File: config.mk
export PLATFORM = sky130hd
export DESIGN_NAME = clk_reset_sequencer
export DESIGN_NICKNAME = d
export VERILOG_FILES = /design/src/rtl/clk_reset_sequencer.sv
export SDC_FILE = /design/constraint.sdc
export NUM_CORES = 1
export LEC_CHECK = 0
export CAP_MARGIN = 5
export CORE_MARGIN = 8
export CORE_UTILIZATION = 60
export CTS_BUF_LIST = sky130_fd_sc_hd__clkbuf_2
export DETAILED_ROUTE_END_ITERATION = 10
export DONT_BUFFER_PORTS = 1
export PLACE_DENSITY = 0.79
export SETUP_SLACK_MARGIN = 0.1
export SKIP_CTS_REPAIR_TIMING = 1
export SYNTH_ARGS = -nofsm -noshare
export SYNTH_HDL_FRONTEND = slang
export SYNTH_SLANG_ARGS = --single-unit
File: constraint.sdc
create_clock -name CLK -period 2.08 [get_ports CLK]
set_input_delay 0.416 -clock CLK [delete_from_list [all_inputs] [get_ports CLK]]
set_output_delay 0.416 -clock CLK [all_outputs]
set_load 0.02 [all_outputs]
File: src/rtl/clk_reset_sequencer.sv
// -----------------------------------------------------------------------------
// clk_reset_sequencer
//
// Brings up the board PLL and releases the system reset once the PLL has been
// locked long enough. The block runs on the free-running board reference clock
// and does the following:
//   - pulses the PLL reset for a fixed number of cycles,
//   - waits for LOCKED, with a timeout and a bounded number of retries,
//   - requires lock to stay stable for a programmable time before it releases
//     the 6809 core/peripheral reset tree.
//
// Losing lock while running re-runs the whole sequence. Running out of
// retries parks the block in a sticky fault state, which only nRESET or
// SW_REQ can leave.
//
// Ports
//   CLK          in   board reference clock (also the PLL reference)
//   nRESET       in   synchronous active-low reset
//   LOCKED       in   PLL lock flag, asynchronous to CLK
//   SW_REQ       in   single-cycle request to restart the sequence
//   PLL_RESET    out  active-high PLL reset, high only while pulsing the PLL
//   SYS_nRESET   out  active-low system reset, released only in RUN
//   READY        out  high only in RUN
//   FAULT        out  sticky, lock never achieved within MAX_RETRIES attempts
//   RETRY_COUNT  out  failed attempts in the current sequence (saturating)
//
// All outputs come straight from flops. They are loaded from the next-state
// decode, so each one changes on the same edge as the state it reflects.
// -----------------------------------------------------------------------------
module clk_reset_sequencer #(
    parameter int PLL_RST_CYCLES = 16,
    parameter int LOCK_TIMEOUT   = 4096,
    parameter int STABLE_CYCLES  = 256,
    parameter int MAX_RETRIES    = 3,
    parameter int CW             = 16
) (
    input  logic       CLK,
    input  logic       nRESET,
    input  logic       LOCKED,
    input  logic       SW_REQ,
    output logic       PLL_RESET,
    output logic       SYS_nRESET,
    output logic       READY,
    output logic       FAULT,
    output logic [3:0] RETRY_COUNT
);

    typedef enum logic [2:0] {
        ST_PLL_RST   = 3'd0,
        ST_WAIT_LOCK = 3'd1,
        ST_STABLE    = 3'd2,
        ST_RUN       = 3'd3,
        ST_FAILED    = 3'd4
    } state_t;

    // Terminal counts for the shared counter. Each phase starts the counter
    // at zero.
    localparam logic [CW-1:0] PLL_LAST    = CW'(PLL_RST_CYCLES - 1);
    localparam logic [CW-1:0] LOCK_LAST   = CW'(LOCK_TIMEOUT - 1);
    localparam logic [CW-1:0] STABLE_LAST = CW'(STABLE_CYCLES - 1);
    localparam logic [3:0]    RETRY_LAST  = 4'(MAX_RETRIES - 1);
    localparam logic [3:0]    RETRY_MAX   = 4'(MAX_RETRIES);

    logic          lk_meta_r;
    logic          lk_sync_r;
    logic          lk_s;

    state_t        state_r;
    state_t        state_nxt_s;
    logic [CW-1:0] cnt_r;
    logic [CW-1:0] cnt_nxt_s;
    logic [3:0]    retry_r;
    logic [3:0]    retry_nxt_s;
    logic          fault_r;
    logic          fault_nxt_s;

    logic          pll_reset_r;
    logic          sys_nreset_r;
    logic          ready_r;

    // Two-flop synchronizer that brings LOCKED into the CLK domain.
    always_ff @(posedge CLK) begin
        if (!nRESET) begin
            lk_meta_r <= 1'b0;
            lk_sync_r <= 1'b0;
        end else begin
            lk_meta_r <= LOCKED;
            lk_sync_r <= lk_meta_r;
        end
    end

    assign lk_s = lk_sync_r;

    // Next-state, counter, retry and fault logic. SW_REQ overrides everything.
    always_comb begin
        state_nxt_s = state_r;
        cnt_nxt_s   = cnt_r;
        retry_nxt_s = retry_r;
        fault_nxt_s = fault_r;
        if (SW_REQ) begin
            state_nxt_s = ST_PLL_RST;
            cnt_nxt_s   = {CW{1'b0}};
            retry_nxt_s = 4'd0;
            fault_nxt_s = 1'b0;
        end else begin
            case (state_r)
                ST_PLL_RST: begin
                    if (cnt_r == PLL_LAST) begin
                        state_nxt_s = ST_WAIT_LOCK;
                        cnt_nxt_s   = {CW{1'b0}};
                    end else begin
                        cnt_nxt_s   = cnt_r + CW'(1);
                    end
                end
                ST_WAIT_LOCK: begin
                    // Lock is tested first, so lock on the timeout cycle wins.
                    if (lk_s) begin
                        state_nxt_s = ST_STABLE;
                        cnt_nxt_s   = {CW{1'b0}};
                    end else if (cnt_r == LOCK_LAST) begin
                        cnt_nxt_s = {CW{1'b0}};
                        if (retry_r < RETRY_MAX) begin
                            retry_nxt_s = retry_r + 4'd1;
                        end else begin
                            retry_nxt_s = retry_r;
                        end
                        if (retry_r >= RETRY_LAST) begin
                            state_nxt_s = ST_FAILED;
                            fault_nxt_s = 1'b1;
                        end else begin
                            state_nxt_s = ST_PLL_RST;
                        end
                    end else begin
                        cnt_nxt_s = cnt_r + CW'(1);
                    end
                end
                ST_STABLE: begin
                    // A lock glitch here is not a failed attempt. The PLL is
                    // not reset; the block only waits for lock again.
                    if (!lk_s) begin
                        state_nxt_s = ST_WAIT_LOCK;
                        cnt_nxt_s   = {CW{1'b0}};
                    end else if (cnt_r == STABLE_LAST) begin
                        state_nxt_s = ST_RUN;
                        cnt_nxt_s   = {CW{1'b0}};
                    end else begin
                        cnt_nxt_s   = cnt_r + CW'(1);
                    end
                end
                ST_RUN: begin
                    if (!lk_s) begin
                        state_nxt_s = ST_PLL_RST;
                        cnt_nxt_s   = {CW{1'b0}};
                        retry_nxt_s = 4'd0;
                    end else begin
                        state_nxt_s = ST_RUN;
                    end
                end
                ST_FAILED: begin
                    state_nxt_s = ST_FAILED;
                end
                default: begin
                    // An unreachable encoding recovers by restarting the
                    // sequence.
                    state_nxt_s = ST_PLL_RST;
                    cnt_nxt_s   = {CW{1'b0}};
                end
            endcase
        end
    end

    // State, counter, retry and fault registers.
    always_ff @(posedge CLK) begin
        if (!nRESET) begin
            state_r <= ST_PLL_RST;
            cnt_r   <= {CW{1'b0}};
            retry_r <= 4'd0;
            fault_r <= 1'b0;
        end else begin
            state_r <= state_nxt_s;
            cnt_r   <= cnt_nxt_s;
            retry_r <= retry_nxt_s;
            fault_r <= fault_nxt_s;
        end
    end

    // Output flops, loaded from the next-state decode so they track the state.
    always_ff @(posedge CLK) begin
        if (!nRESET) begin
            pll_reset_r  <= 1'b1;
            sys_nreset_r <= 1'b0;
            ready_r      <= 1'b0;
        end else begin
            pll_reset_r  <= (state_nxt_s == ST_PLL_RST);
            sys_nreset_r <= (state_nxt_s == ST_RUN);
            ready_r      <= (state_nxt_s == ST_RUN);
        end
    end

    assign PLL_RESET   = pll_reset_r;
    assign SYS_nRESET  = sys_nreset_r;
    assign READY       = ready_r;
    assign FAULT       = fault_r;
    assign RETRY_COUNT = retry_r;

endmodule

==> impl_metrics.py <==
metrics = {
    "synth": {
        "synthFlopType": "dfxtp_1",
        "synth.cell_area_mm2": 0.001351,
        "synth_warnings": 0,
        "syn_inst": 154,
        "netlist_top_cells_count": "dfxtp_1 (28), nor2_1 (25), xnor2_1 (10), nand2_1 (7)",
        "synth_compound_area_share_pct": 7.037,
        "synth_top_cell_area_share_pct": 41.48,
        "synthArstFlopShare_pct": 0,
        "synth_cell_types": 41,
        "syn_area_per_cell_um2": 8.775,
        "yosys.area_share.simple_pct": 35.74,
        "yosys.area.top_type": "dfxtp_1",
        "yosysSeqAreaShare_pct": 41.48,
        "synth_top_family_by_area": "simple AND/OR/NAND/NOR gates",
        "yosys_register_bits": 28,
        "synth_area_leaders": "dfxtp_1 (41%), nor2_1 (6.9%), xnor2_1 (6.5%)",
        "synth_fp_nets": 161,
        "synth_mux_area_share_pct": 0.7407,
        "yosysMostFrequentCell": "dfxtp_1",
        "synth_fa_ha_area_share_pct": 2.778,
        "synth_xor_xnor_area_share_pct": 8.426,
        "synth_edf_count": 0,
    },
    "critical_path": {
        "crit_fanout": 7,
        "arrival_ns": 2.32,
        "cp_cell_sequence": "or4_4 -> nor4_4 -> nand3_2 -> or3b_4 -> a21oi_2",
        "end_kind": "flop",
        "reg2reg_slack_ns": 0.09,
        "cpLargestDelayFamily": "simple AND/OR/NAND/NOR gates",
        "cp.buffers_inverters": 0,
        "start_kind": "flop",
        "crit_slowest_cell": "or4_4",
        "slowest_delay_ns": 0.55,
        "worst-endpoint-required_ns": 2.41,
        "crit_type": "reg2reg",
    },
    "floorplanning": {
        "start_util_pct": 62.28,
        "fp.dieW_um": 63.46,
        "dieArea_mm2": 0.004027,
        "rows": 17,
        "die_y_um": 63.46,
        "pin_count": 12,
        "core-area_mm2": 0.002170,
    },
    "route": {
        "ant_nets": 0,
        "post-route-drc-count": 0,
        "routedWlPerCell_um": 14.20,
        "via_count": 1075,
        "wirelength_mm": 2.598,
        "drtIter0Drc": 38,
        "drt_first_pass_iters": 4,
        "via_per_inst": 5.874,
    },
    "grt": {
        "overflow": 0,
        "grtUsageTotal_pct": 12.61,
        "grt_max_degree": 17,
        "grt_pass1_wl_mm": 4.264,
        "antenna_found_initial": 0,
        "grt_pass1_vias": 997,
    },
    "placed_design": {
        "gp_congestion": 0.9063,
        "portBuffers": 0,
        "hpwl_mm": 1.854,
        "dp_slack_ns": 0.1412,
    },
    "cells_and_area": {
        "antenna_cells": 0,
        "drive_above_1_share_pct": 14.19,
        "layout.nets": 163,
        "nFillCells": 201,
        "final_util_pct": 67.30,
        "syn2layout_area_growth_pct": 8.056,
    },
    "sta": {
        "slew_viol_final": 0,
        "fmax_mhz": 502.1,
        "skew_ns": 0.006427,
        "worst_slack_ns": 0.08850,
        "fin_crit_ns": 1.992,
        "slew_headroom_pct": 71.76,
        "finalSetupTns_ns": 0,
        "hold_violations": 0,
        "rsz0062_at_grt": "yes",
        "tightest_slew_ns": 0.4226,
        "fin_crit_sh_pct": 95.75,
        "setup_violations": 0,
    },
    "power": {
        "peakVddDrop_mv": 0.5591,
        "power_mw": 0.8889,
        "leakagePower_nw": 0.4817,
        "power_density_mw_per_mm2": 608.8,
    },
    "cts": {
        "clk_pin_slew_ns": 0.25,
        "cts-root-buf": "clkbuf_2",
        "cts_buffer_depth": 2,
        "cts_buffers": 3,
        "h-tree-depth": 1,
        "cts_tree": "yes",
        "clk_latency_ns": 0.37,
        "cts_sinks": 28,
    },
    "status": {
        "run_status": "finished clean",
    },
    "job": {
        "maxCapViolations": 0,
    },
    "hold_path": {
        "worstHoldPathType": "in2reg",
    },
}
## worst paths after layout
| check | startpoint | end | cells after the start |
|---|---|---|---|
| setup / recovery | cnt_r[12] | RETRY_COUNT[1] | 5 |
| hold reg to reg | lk_meta_r | lk_s | 1 |
| hold / removal | nRESET | lk_s | 1 |
| setup reg to reg | cnt_r[12] | RETRY_COUNT[1] | 5 |
## logic make-up after synthesis
group / count (synthesis)
compound gates: 13
xor+xnor: 13
fa+ha+maj: 3
buf+inv: 11
flops: 28
mux: 1
simple gates: 85
## per-stage QoR
stage	instances	area, µm²	hold slack, ns
5_1_grt	183	1460	0.09272
2_1_floorplan	154	1351	0.4118
3_5_place_dp	178	1373	0.4313
6_report	183	1460	0.1389
4_1_cts	182	1418	0.1029
3_3_place_gp	178	1373	0.4222
## sequential cells by signal, summed over array words and instances, names as in the netlist
register and cells:
RETRY_COUNT 4, lk_meta_r 1, READY 1, cnt_r 16, lk_s 1, state_r 3
PLL_RESET 1, FAULT 1
## cell usage in the layout, fill, tap and decap left out, types with 2 or more instances in the layout
master / netlist / final
nand2_1: 7 / 7
and2_1: 4 / 4
nor4_1: 6 / 4
xnor2_1: 10 / 10
inv_1: 4 / 4
nor3_1: 6 / 6
nand3b_1: 2 / 2
dfxtp_1: 28 / 24
dfxtp_2: 0 / 3
xor2_1: 3 / 3
nand4b_1: 2 / 2
nor4_2: 0 / 2
ha_1: 3 / 3
nand4_1: 6 / 6
a21oi_1: 2 / 2
nand2b_1: 5 / 5
nor2b_1: 4 / 3
nor2_1: 25 / 25
nand3_1: 5 / 5
buf_4: 2 / 4
o21ai_0: 3 / 3
and3_1: 3 / 3
clkbuf_2: 0 / 3
## area by class of cell
class | count | area, µm² | area share, %
sequential | 28 | 568.0 | 38.90
clock buffer | 3 | 15.01 | 1.028
tap | 28 | 35.03 | 2.399
timing repair buffer | 4 | 30.03 | 2.057
clock inverter | 1 | 30.03 | 2.057
inverter | 4 | 15.01 | 1.028
multi-input combinational | 115 | 767.0 | 52.53
## power by group
group	internal [mW]	switching (mW)	total [mW]
clock	0.165	0.162	0.327
combinational	0.00689	0.0106	0.0175
sequential	0.541	0.00298	0.544
## metal layers
layer	vias to the layer above	routed length (µm)	global-route usage (%)
met1	514	1232	14.68
met3	4	93	4.770
li1	542	-	-
met2	15	1249	20.91
met4	0	23	3.621
met5	-	0	0
## worst reg2reg max path, stage by stage, from the launching register on
cell and delay, ns:
dfxtp_4 0.42, or4_4 0.55, nor4_4 0.35, nand3_2 0.12, or3b_4 0.39, a21oi_2 0.13
(Power assumes the default switching activity.)
